==> src/rtl/fir_pkg.sv <==
// Shared types and elaboration helpers for the time-multiplexed FIR family.
package fir_pkg;

   typedef enum logic [1:0] {
      IDLE = 2'd0,
      MAC  = 2'd1,
      HOLD = 2'd2
   } state_t;

   // True when the accumulator can hold a full sum of NUM_TAPS products without wrapping.
   function automatic bit acc_width_ok(input int acc_w, input int in_w, input int coef_w,
                                       input int taps);
      return acc_w >= in_w + coef_w + $clog2(taps);
   endfunction

endpackage

==> src/rtl/fir_round_sat.sv <==
// Round-half-up by FRAC_BITS then saturate to OUT_WIDTH signed; purely combinational.
module fir_round_sat #(
   parameter int ACC_WIDTH = 24,
   parameter int FRAC_BITS = 7,
   parameter int OUT_WIDTH = 8
) (
   input  logic signed [ACC_WIDTH-1:0] i_acc,
   output logic signed [OUT_WIDTH-1:0] o_value,
   output logic                        o_sat
);

   localparam logic signed [ACC_WIDTH:0] C_HALF =
      (FRAC_BITS > 0) ? ((ACC_WIDTH+1)'(1) << ((FRAC_BITS > 0) ? FRAC_BITS - 1 : 0)) : '0;
   localparam logic signed [ACC_WIDTH:0] C_MAX = (ACC_WIDTH+1)'((2 ** (OUT_WIDTH - 1)) - 1);
   localparam logic signed [ACC_WIDTH:0] C_MIN = -C_MAX - (ACC_WIDTH+1)'(1);

   // One guard bit so adding the half-LSB can never wrap.
   logic signed [ACC_WIDTH:0] w_biased;
   logic signed [ACC_WIDTH:0] w_shift;

   assign w_biased = (ACC_WIDTH+1)'(i_acc) + C_HALF;
   assign w_shift  = w_biased >>> FRAC_BITS;

   always_comb begin
      o_sat   = 1'b0;
      o_value = w_shift[OUT_WIDTH-1:0];
      if (w_shift > C_MAX) begin
         o_value = C_MAX[OUT_WIDTH-1:0];
         o_sat   = 1'b1;
      end else if (w_shift < C_MIN) begin
         o_value = C_MIN[OUT_WIDTH-1:0];
         o_sat   = 1'b1;
      end
   end

endmodule

==> src/rtl/fir_mc_serial.sv <==
// Multi-channel FIR with one shared MAC: per-channel delay lines, a common
// programmable coefficient bank, valid/ready on input and output.
module fir_mc_serial
   import fir_pkg::*;
#(
   parameter int IN_WIDTH    = 8,
   parameter int COEFF_WIDTH = 8,
   parameter int OUT_WIDTH   = 8,
   parameter int NUM_TAPS    = 13,
   parameter int NUM_CH      = 2,
   parameter int ACC_WIDTH   = 24,
   parameter int FRAC_BITS   = 7
) (
   input  logic                                           clk,
   input  logic                                           rst,
   input  logic                                           in_valid,
   output logic                                           in_ready,
   input  logic signed [IN_WIDTH-1:0]                     in_data,
   input  logic [((NUM_CH > 1) ? $clog2(NUM_CH) : 1)-1:0] in_ch,
   input  logic                                           coef_we,
   input  logic [$clog2(NUM_TAPS)-1:0]                    coef_addr,
   input  logic signed [COEFF_WIDTH-1:0]                  coef_data,
   output logic                                           coef_err,
   output logic                                           out_valid,
   input  logic                                           out_ready,
   output logic signed [OUT_WIDTH-1:0]                    out_data,
   output logic [((NUM_CH > 1) ? $clog2(NUM_CH) : 1)-1:0] out_ch,
   output logic                                           out_sat
);

   localparam int CH_W = (NUM_CH > 1) ? $clog2(NUM_CH) : 1;
   localparam int K_W  = $clog2(NUM_TAPS);
   localparam int P_W  = IN_WIDTH + COEFF_WIDTH;

   if (!acc_width_ok(ACC_WIDTH, IN_WIDTH, COEFF_WIDTH, NUM_TAPS) || NUM_TAPS < 2 || NUM_CH < 1)
   begin : g_param_check
      $error("fir_mc_serial: ACC_WIDTH too narrow or NUM_TAPS/NUM_CH out of range");
   end

   state_t                      r_state, w_state_nxt;
   logic signed [IN_WIDTH-1:0]    r_taps [NUM_CH][NUM_TAPS];
   logic signed [COEFF_WIDTH-1:0] r_coef [NUM_TAPS];
   logic signed [ACC_WIDTH-1:0]   r_acc;
   logic [K_W-1:0]                r_k;
   logic [CH_W-1:0]               r_ch;
   logic signed [OUT_WIDTH-1:0]   r_out_data;
   logic [CH_W-1:0]               r_out_ch;
   logic                          r_out_sat;
   logic                          r_coef_err;

   logic                          w_accept, w_ch_ok, w_last, w_coef_ok;
   logic signed [P_W-1:0]         w_prod;
   logic signed [ACC_WIDTH-1:0]   w_acc_nxt;
   logic signed [OUT_WIDTH-1:0]   w_rs_value;
   logic                          w_rs_sat;

   // rst gates in_ready directly so no sample is taken while reset is held.
   assign in_ready  = (r_state == IDLE) && !rst;
   assign out_valid = (r_state == HOLD);
   assign out_data  = r_out_data;
   assign out_ch    = r_out_ch;
   assign out_sat   = r_out_sat;
   assign coef_err  = r_coef_err;

   assign w_accept  = in_valid && in_ready;
   assign w_ch_ok   = int'(in_ch) < NUM_CH;
   assign w_coef_ok = int'(coef_addr) < NUM_TAPS;
   assign w_last    = (r_k == K_W'(NUM_TAPS - 1));
   assign w_prod    = P_W'(r_taps[r_ch][r_k]) * P_W'(r_coef[r_k]);
   assign w_acc_nxt = r_acc + ACC_WIDTH'(w_prod);

   // The final tap's sum goes straight to rounding so the result lands with the last MAC.
   fir_round_sat #(
      .ACC_WIDTH (ACC_WIDTH),
      .FRAC_BITS (FRAC_BITS),
      .OUT_WIDTH (OUT_WIDTH)
   ) u_round_sat (
      .i_acc   (w_acc_nxt),
      .o_value (w_rs_value),
      .o_sat   (w_rs_sat)
   );

   always_ff @(posedge clk) begin
      if (rst) r_state <= IDLE;
      else     r_state <= w_state_nxt;
   end

   always_comb begin
      w_state_nxt = r_state;
      unique case (r_state)
         IDLE:    if (w_accept && w_ch_ok) w_state_nxt = MAC;
         MAC:     if (w_last) w_state_nxt = HOLD;
         HOLD:    if (out_ready) w_state_nxt = IDLE;
         default: w_state_nxt = IDLE;
      endcase
   end

   always_ff @(posedge clk) begin
      if (rst) begin
         for (int c = 0; c < NUM_CH; c++)
            for (int k = 0; k < NUM_TAPS; k++) r_taps[c][k] <= '0;
         for (int k = 0; k < NUM_TAPS; k++) r_coef[k] <= '0;
         r_acc      <= '0;
         r_k        <= '0;
         r_ch       <= '0;
         r_out_data <= '0;
         r_out_ch   <= '0;
         r_out_sat  <= 1'b0;
         r_coef_err <= 1'b0;
      end else begin
         r_coef_err <= coef_we && ((r_state != IDLE) || !w_coef_ok);
         if (coef_we && (r_state == IDLE) && w_coef_ok) r_coef[coef_addr] <= coef_data;
         case (r_state)
            IDLE: begin
               if (w_accept && w_ch_ok) begin
                  r_taps[in_ch][0] <= in_data;
                  for (int k = 1; k < NUM_TAPS; k++) r_taps[in_ch][k] <= r_taps[in_ch][k-1];
                  r_acc <= '0;
                  r_k   <= '0;
                  r_ch  <= in_ch;
               end
            end
            MAC: begin
               r_acc <= w_acc_nxt;
               r_k   <= r_k + 1'b1;
               if (w_last) begin
                  r_out_data <= w_rs_value;
                  r_out_sat  <= w_rs_sat;
                  r_out_ch   <= r_ch;
               end
            end
            default: ;
         endcase
      end
   end

endmodule
==> config.mk <==
export PLATFORM = sky130hd
export DESIGN_NAME = fir_mc_serial
export DESIGN_NICKNAME = d
export VERILOG_FILES = /design/src/rtl/fir_pkg.sv /design/src/rtl/fir_round_sat.sv /design/src/rtl/fir_mc_serial.sv
export SDC_FILE = /design/constraint.sdc
export NUM_CORES = 1
export LEC_CHECK = 0
export CAP_MARGIN = 40
export CORE_MARGIN = 2
export CORE_UTILIZATION = 40
export DETAILED_ROUTE_END_ITERATION = 10
export SLEW_MARGIN = 20
export SYNTH_ARGS = -nofsm -noshare
export SYNTH_HDL_FRONTEND = slang
export SYNTH_SLANG_ARGS = --single-unit
==> constraint.sdc <==
create_clock -name clk -period 13.4 [get_ports clk]
set_input_delay 2.01 -clock clk [delete_from_list [all_inputs] [get_ports clk]]
set_output_delay 2.01 -clock clk [all_outputs]
set_load 0.05 [all_outputs]
; ---- Word level (Yosys, flattened, before mapping)
; Memory sizes are Yosys's and may differ from the RTL's. A register that Yosys moved wholly into a read port is not among the register bits.
; Index checks and enable logic that the tools add are counted.
[totals]
mem_count = 2
out_inout_bits = 13
ramBits = 312
elab_cells = 76
register_bits = 42
inputBits = 26
[classes]
reduce_logical = 17
magnitude_cmp = 4
muxes = 34
n_bitwise = 1
n_mul = 1
n_addsub = 3
eq_ne = 6
[memory_table]
columns = name, depth, word_bits, rd, rd_clocked_by_memory_dff, write_ports, line_no
row1 = r_taps, 2, 104, 2, 1, 2, fir_mc_serial.sv:41  ; logic signed [IN_WIDTH-1:0] r_taps [NUM_CH][NUM_TAPS];
row2 = r_coef, 13, 8, 1, 1, 13, fir_mc_serial.sv:42  ; logic signed [COEFF_WIDTH-1:0] r_coef [NUM_TAPS];
[ops]
columns = op, n
row1 = two-way mux 104 bit, 1
row2 = OR reduction 104 bit, 1
row3 = one-hot mux 24 bit (2 select lines), 1
row4 = two-way mux 8 bit, 5
row5 = binary-select mux 8 bit (select 4 bit), 1
row6 = adder 24 x 8 -> 25 bit (second input constant), 1
row7 = adder 24 x 16 -> 24 bit, 1
row8 = two-way mux 24 bit, 1
row9 = > comparator 18 x 8 -> 1 bit (second input constant), 1
row10 = < comparator 18 x 8 -> 1 bit (second input constant), 1
row11 = multiplier 8 x 8 -> 16 bit, 1
row12 = two-way mux 1 bit, 16
row13 = two-way mux 4 bit, 4
row14 = one-hot mux 4 bit (2 select lines), 1
row15 = OR reduction 8 bit, 1
row16 = two-way mux 2 bit, 3
row17 = one-hot mux 2 bit (3 select lines), 1
row18 = AND reduction 2 bit, 3
row19 = >= comparator 5 bit (second input constant), 1
row20 = logical AND 1 bit, 5
row21 = NOT 4 -> 5 bit, 1
row22 = adder 4 x 1 -> 4 bit (second input constant), 1
row23 = equality test 4 bit (second input constant), 1
row24 = < comparator 4 bit (second input constant), 1
row25 = 9 further kinds, 12

; ---- Longest topological paths before layout
; Gate-level depths: netlist (run 1).
[depth]
depth_word = 10
depth_mapped = 31
mapped_depth_nobuf = 29

; ---- Cells and area by module
; A second synthesis (run 1) with hierarchy kept.
[unflattened]
cells_unflattened = 1684
area_unflattened_um2 = 21777.1
[by_module_without_submodules]
columns = module, area_per_inst_um2, n_inst, seq_area_each_um2, cells_each
row1 = fir_mc_serial, 21215.3, 1, 11030.6, 1599
row2 = fir_round_sat, 561.8, 1, 0.0, 85

; ---- Least setup slack after synthesis (run 1)
; OpenSTA, ideal clock, no wires.
[synth_path]
kind = register to register
start = register with a tool-made name
end = register r_out_data[2], in the netlist out_data[2]
required_ps = 13254
path_stages_with_launch = 28
path_slack_ps = 4138
period_less_slack_ps = 9262
arrival_time_ps = 9116
setup_ps = 146
path_buffers = 4
path_cell_list = dfxtp_1 -> buf_2 -> buf_2 -> buf_2 -> buf_1 -> mux2i_1 -> o221ai_1 -> o31ai_1 -> nor2_1 -> inv_1 -> fa_1 -> inv_1 -> fa_1 -> fa_1 -> fa_1 -> inv_1 -> fa_1 -> inv_1 -> ha_1 -> o211ai_2 -> o211a_4 -> o221a_4 -> a211o_1 -> nor2_2 -> nand4_2 -> or4b_4 -> a2111oi_4 -> o32ai_1
[synth_rtl]
columns = item, line_no
row1 = "end signal, assigned", fir_mc_serial.sv:127  ; r_out_data <= w_rs_value;
row2 = "end, declared", fir_mc_serial.sv:46  ; logic signed [OUT_WIDTH-1:0] r_out_data;

; ---- Final worst setup path (run 1)
[layout_path]
start = register r_k[2]
end = register r_out_data[2], in the netlist out_data[2]
[layout_via]
elab_chain_cells = 10
word_cells_on_any_way = 13
cone_classes = add/sub: 2 / mul: 1 / order compare: 2 / eq/ne: 1 / mux: 5 / bitwise: 1 / reduce/logical: 1
[layout_rtl]
columns = item, line_no
row1 = "start, declared", fir_mc_serial.sv:44  ; logic [K_W-1:0] r_k;
row2 = "start signal, assigned", fir_mc_serial.sv:125  ; r_k <= r_k + 1'b1;
row3 = NOT 4 -> 5 bit (not written as such), fir_mc_serial.sv:69  ; assign w_prod = P_W'(r_taps[r_ch][r_k]) * P_W'(r_coef[r_k]);
row4 = binary-select mux 8 bit (select 4 bit), fir_mc_serial.sv:69
row5 = two-way mux 8 bit (not written as such) (2 in series), fir_mc_serial.sv:69
row6 = multiplier 8 x 8 -> 16 bit, fir_mc_serial.sv:69
row7 = adder 24 x 16 -> 24 bit, fir_mc_serial.sv:70  ; assign w_acc_nxt = r_acc + ACC_WIDTH'(w_prod);
row8 = adder 24 x 8 -> 25 bit, fir_round_sat.sv:21  ; assign w_biased = (ACC_WIDTH+1)'(i_acc) + C_HALF;
row9 = < comparator 18 x 8 -> 1 bit, fir_round_sat.sv:30  ; end else if (w_shift < C_MIN) begin
row10 = two-way mux 8 bit, fir_round_sat.sv:30
row11 = two-way mux 8 bit, fir_round_sat.sv:27  ; if (w_shift > C_MAX) begin
; Parallel ways exist; a longest one is shown, timed or not. The select of a mux whose other input is x is not followed.
; A chain may end at the register's enable or synchronous reset.

==> summary.txt, run 1 <==
Clock tree
  • CTS H-tree depth: 2
  • Cts bufs inserted: 42
  • CTS tree: yes
  • Clock Pin Slew Worst Setup and Hold Paths: 0.06 ns
  • CTS Buffer Depth: 3
  • CTS resizes: 0
  • Root buffer cell: clkbuf_16
  • # hold bufs at CTS: 0
  • Sink Count: 383
  • Clock latency at the later pin of the worst-skew pair: 0.57 ns
  • Setup bufs post-CTS: 0

Routing
  • Drt wl/cell: 20.40 microns
  • First DRT Iteration DRCs: 983
  • Post-DRT Antenna Nets: 0
  • Final WL: 50140 microns
  • Via count: 13660
  • DR pass1 iterations: 7
  • Via density: 5.558
  • # DRC: 0

Final layout
  • Nets@finish: 1914
  • Synth-to-layout area growth: 12.42%
  • Layout cells sized above 1: 13.34%

Setup path
  • Crit Reg-Reg Startpoint: r_k[2]
  • Setup crit end: out_data[2]
  • Crit path arrival time: 11.01 ns
  • Top cell family by delay on the critical path: simple AND/OR/NAND/NOR gates
  • CP Capture Type: flop
  • Reg2reg path depth: 26
  • WS Path Type: flop to flop
  • Reg2reg end: out_data[2]
  • R2R setup slack: 2.82 ns
  • WP depth: 26
  • CP bufs+invs: 5
  • Setup crit start kind: flop
  • Most frequent CP cell: fa_1
  • CP required: 13.82 ns
  • CP startpoint: r_k[2]
  • CP max-delay cell: clkinv_1
  • Critical Path Fanout Max: 15
  • Highest cell delay on the worst timing path: 0.86 ns

STA
  • Sum Neg Setup Slack: 0 ns
  • Maximum clock frequency: 94.49 MHz
  • Period utilisation layout: 78.98%
  • Fin. max-slew vios: 0
  • Fin Clk Skew: 0.01030 ns
  • Final setup fails: 0
  • Worst slew margin: 38.67%
  • Fin worst setup slack: 2.817 ns
  • Worst slew pin tran: 0.8968 ns
  • Fin. Hold Viols: 0
  • Tmin final: 10.58 ns
  • RSZ-0062 raised after global routing: false

Floorplan
  • Die footprint: 56560 sq um
  • Die Wd: 237.8 microns
  • Core area: 53920 sq um
  • Initial core utilization: 40.56%
  • Number of I/O pins: 39
  • Die Y: 237.8 microns
  • Site Rows: 85

GRT
  • Congestion Overflow GR: 0
  • Initial antenna violation count: 0
  • GR Util All Layers: 18.00%
  • Largest net degree at the start of global routing: 89
  • First-pass GRT wire length: 79950 microns
  • Vias in the first global route: 14070

Place
  • Post-place setup slack: 2.841 ns
  • DP Wirelength: 32720 microns
  • IO buf count: 38
  • Gp weighted congestion: 0.8481

Hold path
  • Hold Path Cell Cnt: 2
  • Hold Path Class: flop to flop

Logic synthesis
  • Mapped Cells: 1683
  • Seq cells post-synth: 383
  • Top_reg_cell synth: edfxtp_1
  • FFs w/ async S/R, synth: 0%
  • Yosys warns: 0
  • Largest area contributor in the netlist: edfxtp_1
  • Seq/Total Area, Yosys: 50.44%
  • Most frequent cell after synthesis: edfxtp_1
  • Netlist cell types: 78
  • Mean Syn Cell Area: 12.99 sq um
  • Area share of the largest cell type after synthesis: 46.14%
  • Top cells by count, synth: edfxtp_1, and2_1, and3_1, inv_1, a21o_1
  • Synth area leaders: edfxtp_1, fa_1, mux4_2, dfxtp_1, a21o_1
  • Number of enable flip-flop cells after synthesis: 336
  • Cell area after synthesis: 21870 sq um

Power
  • Internal power consumption: 0.003304 W
  • Sw frac: 43.13%
  • Sequential power share: 24.5%
  • VDD IR max: 217.3 uV
  • Leakage: 10.45 nW
  • Power Density: 236.3 nW/um^2
  • P_sw: 0.002506 W
  • Comb pwr share: 55.2%
  • Clock share of power: 20.3%

Run status
  • Outcome: complete, no violations

Job
  • Total of max-cap violations: 0
-- how the worst min path moves through the flow --
stage	to	slack [ns]	startpoint
after detailed placement	out_data[7]	0.45	out_data[7]
after global routing	out_data[7]	0.47	out_data[7]
after CTS	out_data[7]	0.46	out_data[7]
after global placement	out_data[7]	0.45	out_data[7]
final	out_data[7]	0.45	out_data[7]
after floorplan	out_ch	0.43	r_ch
-- tightest hold or removal path, delay by kind of cell (launching register included) --
kind	cells	cell delay [ns]
flip-flops	1	0.30
AND/OR/NAND/NOR	1	0.05
AO/OA/AOI/OAI	1	0.05
-- per-layer routing --
layer | track usage, % | up-vias | wire length (microns)
met5 | 0 | - | 0
met4 | 5.203 | 0 | 1270
met3 | 2.591 | 81 | 2232
met2 | 29.82 | 312 | 24580
met1 | 24.76 | 7032 | 22050
li1 | - | 6236 | -
-- cells by family after synthesis --
family | after synthesis | share of synthesized area (%)
and+or+nand+nor | 516 | 12.94
DFF | 383 | 50.44
AOI/OAI and AO/OA | 269 | 9.125
buffers and inverters | 203 | 3.633
adders and majority gates | 161 | 12.78
muxes | 120 | 9.863
xor gates and xnor gates | 30 | 1.201
other | 1 | 0.01715
-- metrics by stage --
step	total power [W]	area [sq um]	util, %	cells	hold slack (ns)
after global routing	0.006221	24580	45.59	2457	0.4697
after CTS	0.005850	24570	45.57	2455	0.4580
after global placement	0.004609	23030	42.71	2371	0.4465
after floorplan	0.003961	21960	-	1706	0.4323
after detailed placement	0.004653	23150	42.93	2377	0.4503
final	0.005809	24590	45.60	2458	0.4527
-- power groups by stage --
stage	Sequential [W]	Combinational (W)	Clock [W]
6_report	0.00142	0.00321	0.00118
5_1_grt	0.00143	0.00354	0.00125
4_1_cts	0.00142	0.00323	0.00120
3_5_place_dp	0.00144	0.00321	0
3_3_place_gp	0.00145	0.00316	0
2_1_floorplan	0.00143	0.00253	0
-- layout make-up --
cell class / instances / area, sq um
Fill cell: 4753 / 29330
Sequential cell: 383 / 11040
Multi-Input combinational cell: 1120 / 10160
Clock buffer: 51 / 1157
Tap cell: 696 / 870.8
Timing Repair Buffer: 69 / 673.1
Inverter: 111 / 416.7
Clock inverter: 27 / 265.3
Antenna cell: 1 / 2.502
-- registers in the layout, summed over array words and instances, names as in the netlist, named ones only --
signal and flops:
r_coef 128, out_sat 1, r_ch 1, r_acc 24, r_k 4, coef_err 1, out_data 8, r_state 2
out_ch 1, r_taps 208
-- cell usage in the layout, fill, tap and decap left out, types with 25 or more instances in the layout --
cell / instances
inv_1: 108
fa_1: 104
nand3_1: 30
a21oi_1: 47
edfxtp_1: 336
nand2_1: 76
ha_1: 57
a21o_1: 105
mux4_2: 76
clkbuf_16: 44
buf_4: 25
dfxtp_1: 44
clkdlybuf4s50_1: 37
and3_1: 113
and2_1: 115
nor2_1: 83
mux2i_1: 40
(Power assumes the default switching activity.)
==> inputs of run 2 (changes only) <==
- clock period: 13.4 -> 9.3 ns (I/O delays scaled with it)
==> summary.txt, run 2 (synthesized netlist as in run 1, its figures left out) <==
Hold path
  • Worst Min Path Start: out_data[7]
  • Hold Path Cell Cnt: 2 (unchanged)
  • Hold Path Class: flop to flop
  • Hold EP: out_data[7]

Clock tree
  • CTS tree: yes
  • CTS Buffer Depth: 3 (unchanged)
  • Clock latency at the later pin of the worst-skew pair: 0.55 ns (-0.02 ns)
  • Setup bufs post-CTS: 0 (unchanged)
  • CTS H-tree depth: 2 (unchanged)
  • Root buffer cell: clkbuf_16
  • Clock Pin Slew Worst Setup and Hold Paths: 0.06 ns (about the same)
  • # hold bufs at CTS: 0 (unchanged)
  • Sink Count: 383 (unchanged)
  • Cts bufs inserted: 40 (-4.8%)

Final layout
  • Reg with most FFs: r_taps
  • Diodes inserted: 0 (-1)
  • Biggest regs: r_taps: 208 flops, r_coef: 128 flops, r_acc: 24 flops
  • Synth-to-layout area growth: 12.72%
  • Layout cells sized above 1: 14.21% (+0.86 points)
  • Most common cell after layout, fill and taps aside: edfxtp_1
  • Commonest non-fill, non-tap cells in the layout: edfxtp_1, and2_1, and3_1
  • Max reg flops: 208 (unchanged)
  • Nets@finish: 1937 (+1.2%)

Floorplan
  • Die footprint: 56560 sq um (unchanged)
  • Site Rows: 85 (unchanged)
  • Core area: 53920 sq um (unchanged)
  • Initial core utilization: 40.56% (unchanged)
  • Number of I/O pins: 39 (unchanged)
  • Die Y: 237.8 microns (unchanged)
  • Die Wd: 237.8 microns (unchanged)

Routing
  • Via count: 13680 (+0.17%)
  • Drt wl/cell: 20.83 microns (+2.1%)
  • First DRT Iteration DRCs: 1030 (+4.8%)
  • Final WL: 51600 microns (+2.9%)
  • DR pass1 iterations: 7 (unchanged)
  • # DRC: 0 (unchanged)
  • Post-DRT Antenna Nets: 0 (unchanged)
  • Via density: 5.524 (-0.60%)

STA
  • Worst Hold Slack: 0.4674 ns (+0.01472 ns)
  • Tmin final: 8.810 ns (-1.773 ns)
  • Maximum clock frequency: 113.5 MHz (+20%)
  • Worst slew margin: 46.82% (+8.2 points)
  • Period utilisation layout: 94.73% (+16 points)
  • Fin. max-slew vios: 0 (unchanged)
  • Final setup fails: 0 (unchanged)
  • Sum Neg Setup Slack: 0 ns (unchanged)
  • Worst slew pin tran: 0.7976 ns (-0.09915 ns)
  • Fin. Hold Viols: 0 (unchanged)
  • Fin worst setup slack: 0.4897 ns (-2.327 ns)
  • RSZ-0062 raised after global routing: false
  • Fin Clk Skew: 0.02757 ns (+0.01727 ns)

Setup path
  • Reg2reg path depth: 27 (+3.8%)
  • Reg2reg end: out_data[2]
  • Critical Path Fanout Max: 16 (+1)
  • CP required: 9.69 ns (-4.13 ns)
  • CP Capture Type: flop
  • R2R setup slack: 0.49 ns (-2.33 ns)
  • WS Path Type: flop to flop
  • Setup crit start kind: flop
  • Crit path arrival time: 9.20 ns (-1.81 ns)

GRT
  • Initial antenna violation count: 0 (unchanged)
  • Congestion Overflow GR: 0 (unchanged)
  • First-pass GRT wire length: 82390 microns (+3.1%)
  • Largest net degree at the start of global routing: 79 (-11%)
  • Vias in the first global route: 14380 (+2.2%)
  • GR Util All Layers: 18.56% (+0.56 points)

Power
  • Leakage: 10.52 nW (+0.73%)
  • VDD IR max: 242.3 uV (+12%)
  • Power Density: 345.7 nW/um^2 (+46%)
  • Pwr Total: 0.008523 W (+47%)

Place
  • Post-place setup slack: 0.3516 ns (-2.490 ns)
  • Gp weighted congestion: 0.8594 (+1.3%)
  • IO buf count: 38 (unchanged)
  • DP Wirelength: 34880 microns (+6.6%)

Run status
  • Outcome: complete, no violations

Job
  • Total of max-cap violations: 0 (unchanged)
==> run 2: cell types whose count changed in the layout (fill, tap and decap cells not counted), moves of 2 or more <==
cell,previous run,this run
clkbuf_16,44,41
a2111oi_1,0,2
clkinv_1,8,5
clkbuf_1,4,8
clkbuf_8,3,1
clkinvlp_4,4,1
a2111oi_0,3,1
buf_12,1,3
buf_4,25,47
clkbuf_2,0,2
==> run 2: metrics by stage <==
| step | cells | util, % | cell area, sq um |
|---|---|---|---|
| floorplan | 1706 | - | 21960 |
| global placement | 2396 | 43.11 | 23240 |
| detailed placement | 2403 | 43.31 | 23350 |
| CTS | 2476 | 45.71 | 24640 |
| global route | 2477 | 45.72 | 24650 |
| finish | 2477 | 45.72 | 24650 |
==> run 2: worst max-delay path: stages, from the launching register on <==
cell and delay, ns:
dfxtp_4 0.54, buf_4 0.28, mux4_2 0.53, mux2i_1 0.15, nor2_1 0.06, a2111oi_1 0.60
a21oi_1 0.10, buf_4 0.21, and2_1 0.17, fa_1 0.50, inv_1 0.05, fa_1 0.48
inv_1 0.06, fa_1 0.50, fa_1 0.55, inv_1 0.06, fa_1 0.53, inv_1 0.04
ha_1 0.36, nand3_1 0.17, a211oi_2 0.41, nor3_2 0.13, and3_1 0.23, nor4_4 0.47
nand4_2 0.19, or4b_4 0.53, a2111oi_4 0.56, o32ai_1 0.18
==> run 2: area by class of cell <==
| class | count | area (sq um) |
|---|---|---|
| Clock buffer | 51 | 1075 |
| Clock inverter | 22 | 219.0 |
| Fill cell | 4777 | 29270 |
| Inverter | 111 | 416.7 |
| Multi-Input combinational cell | 1120 | 10160 |
| Sequential cell | 383 | 11040 |
| Tap cell | 696 | 870.8 |
| Timing Repair Buffer | 94 | 873.3 |
==> run 2: layer usage <==
metal | global-route usage [%] | wire length (microns)
met5 | 0 | 0
met2 | 30.45 | 24830
met3 | 2.314 | 2104
met1 | 26.31 | 23650
met4 | 4.631 | 1017
==> run 2: repair_timing <==
item | 4_1_cts | 5_1_grt
setup endpoints to repair | 0 | 8
endpoints found under the hold margin | 0 | 0
gates resized for setup | 0 | 2
==> run 2: report_power, final <==
group	internal, W	total (W)	switching [W]
sequential	0.00199	0.00205	0.0000584
combinational	0.00187	0.00487	0.00299
clock	0.000933	0.00161	0.000677
total	0.00479	0.00852	0.00373
==> run 2: worst max path at each step <==
stage	start	endpoint	slack [ns]	depth (start not counted)
4_1_cts	flop	out_data[2]	0.34	27
2_1_floorplan	flop	out_data[2]	0.04	27
3_3_place_gp	flop	out_data[2]	0.42	27
6_report	flop	out_data[2]	0.49	27
5_1_grt	flop	out_data[6]	0.003	27
3_5_place_dp	flop	out_data[2]	0.35	27
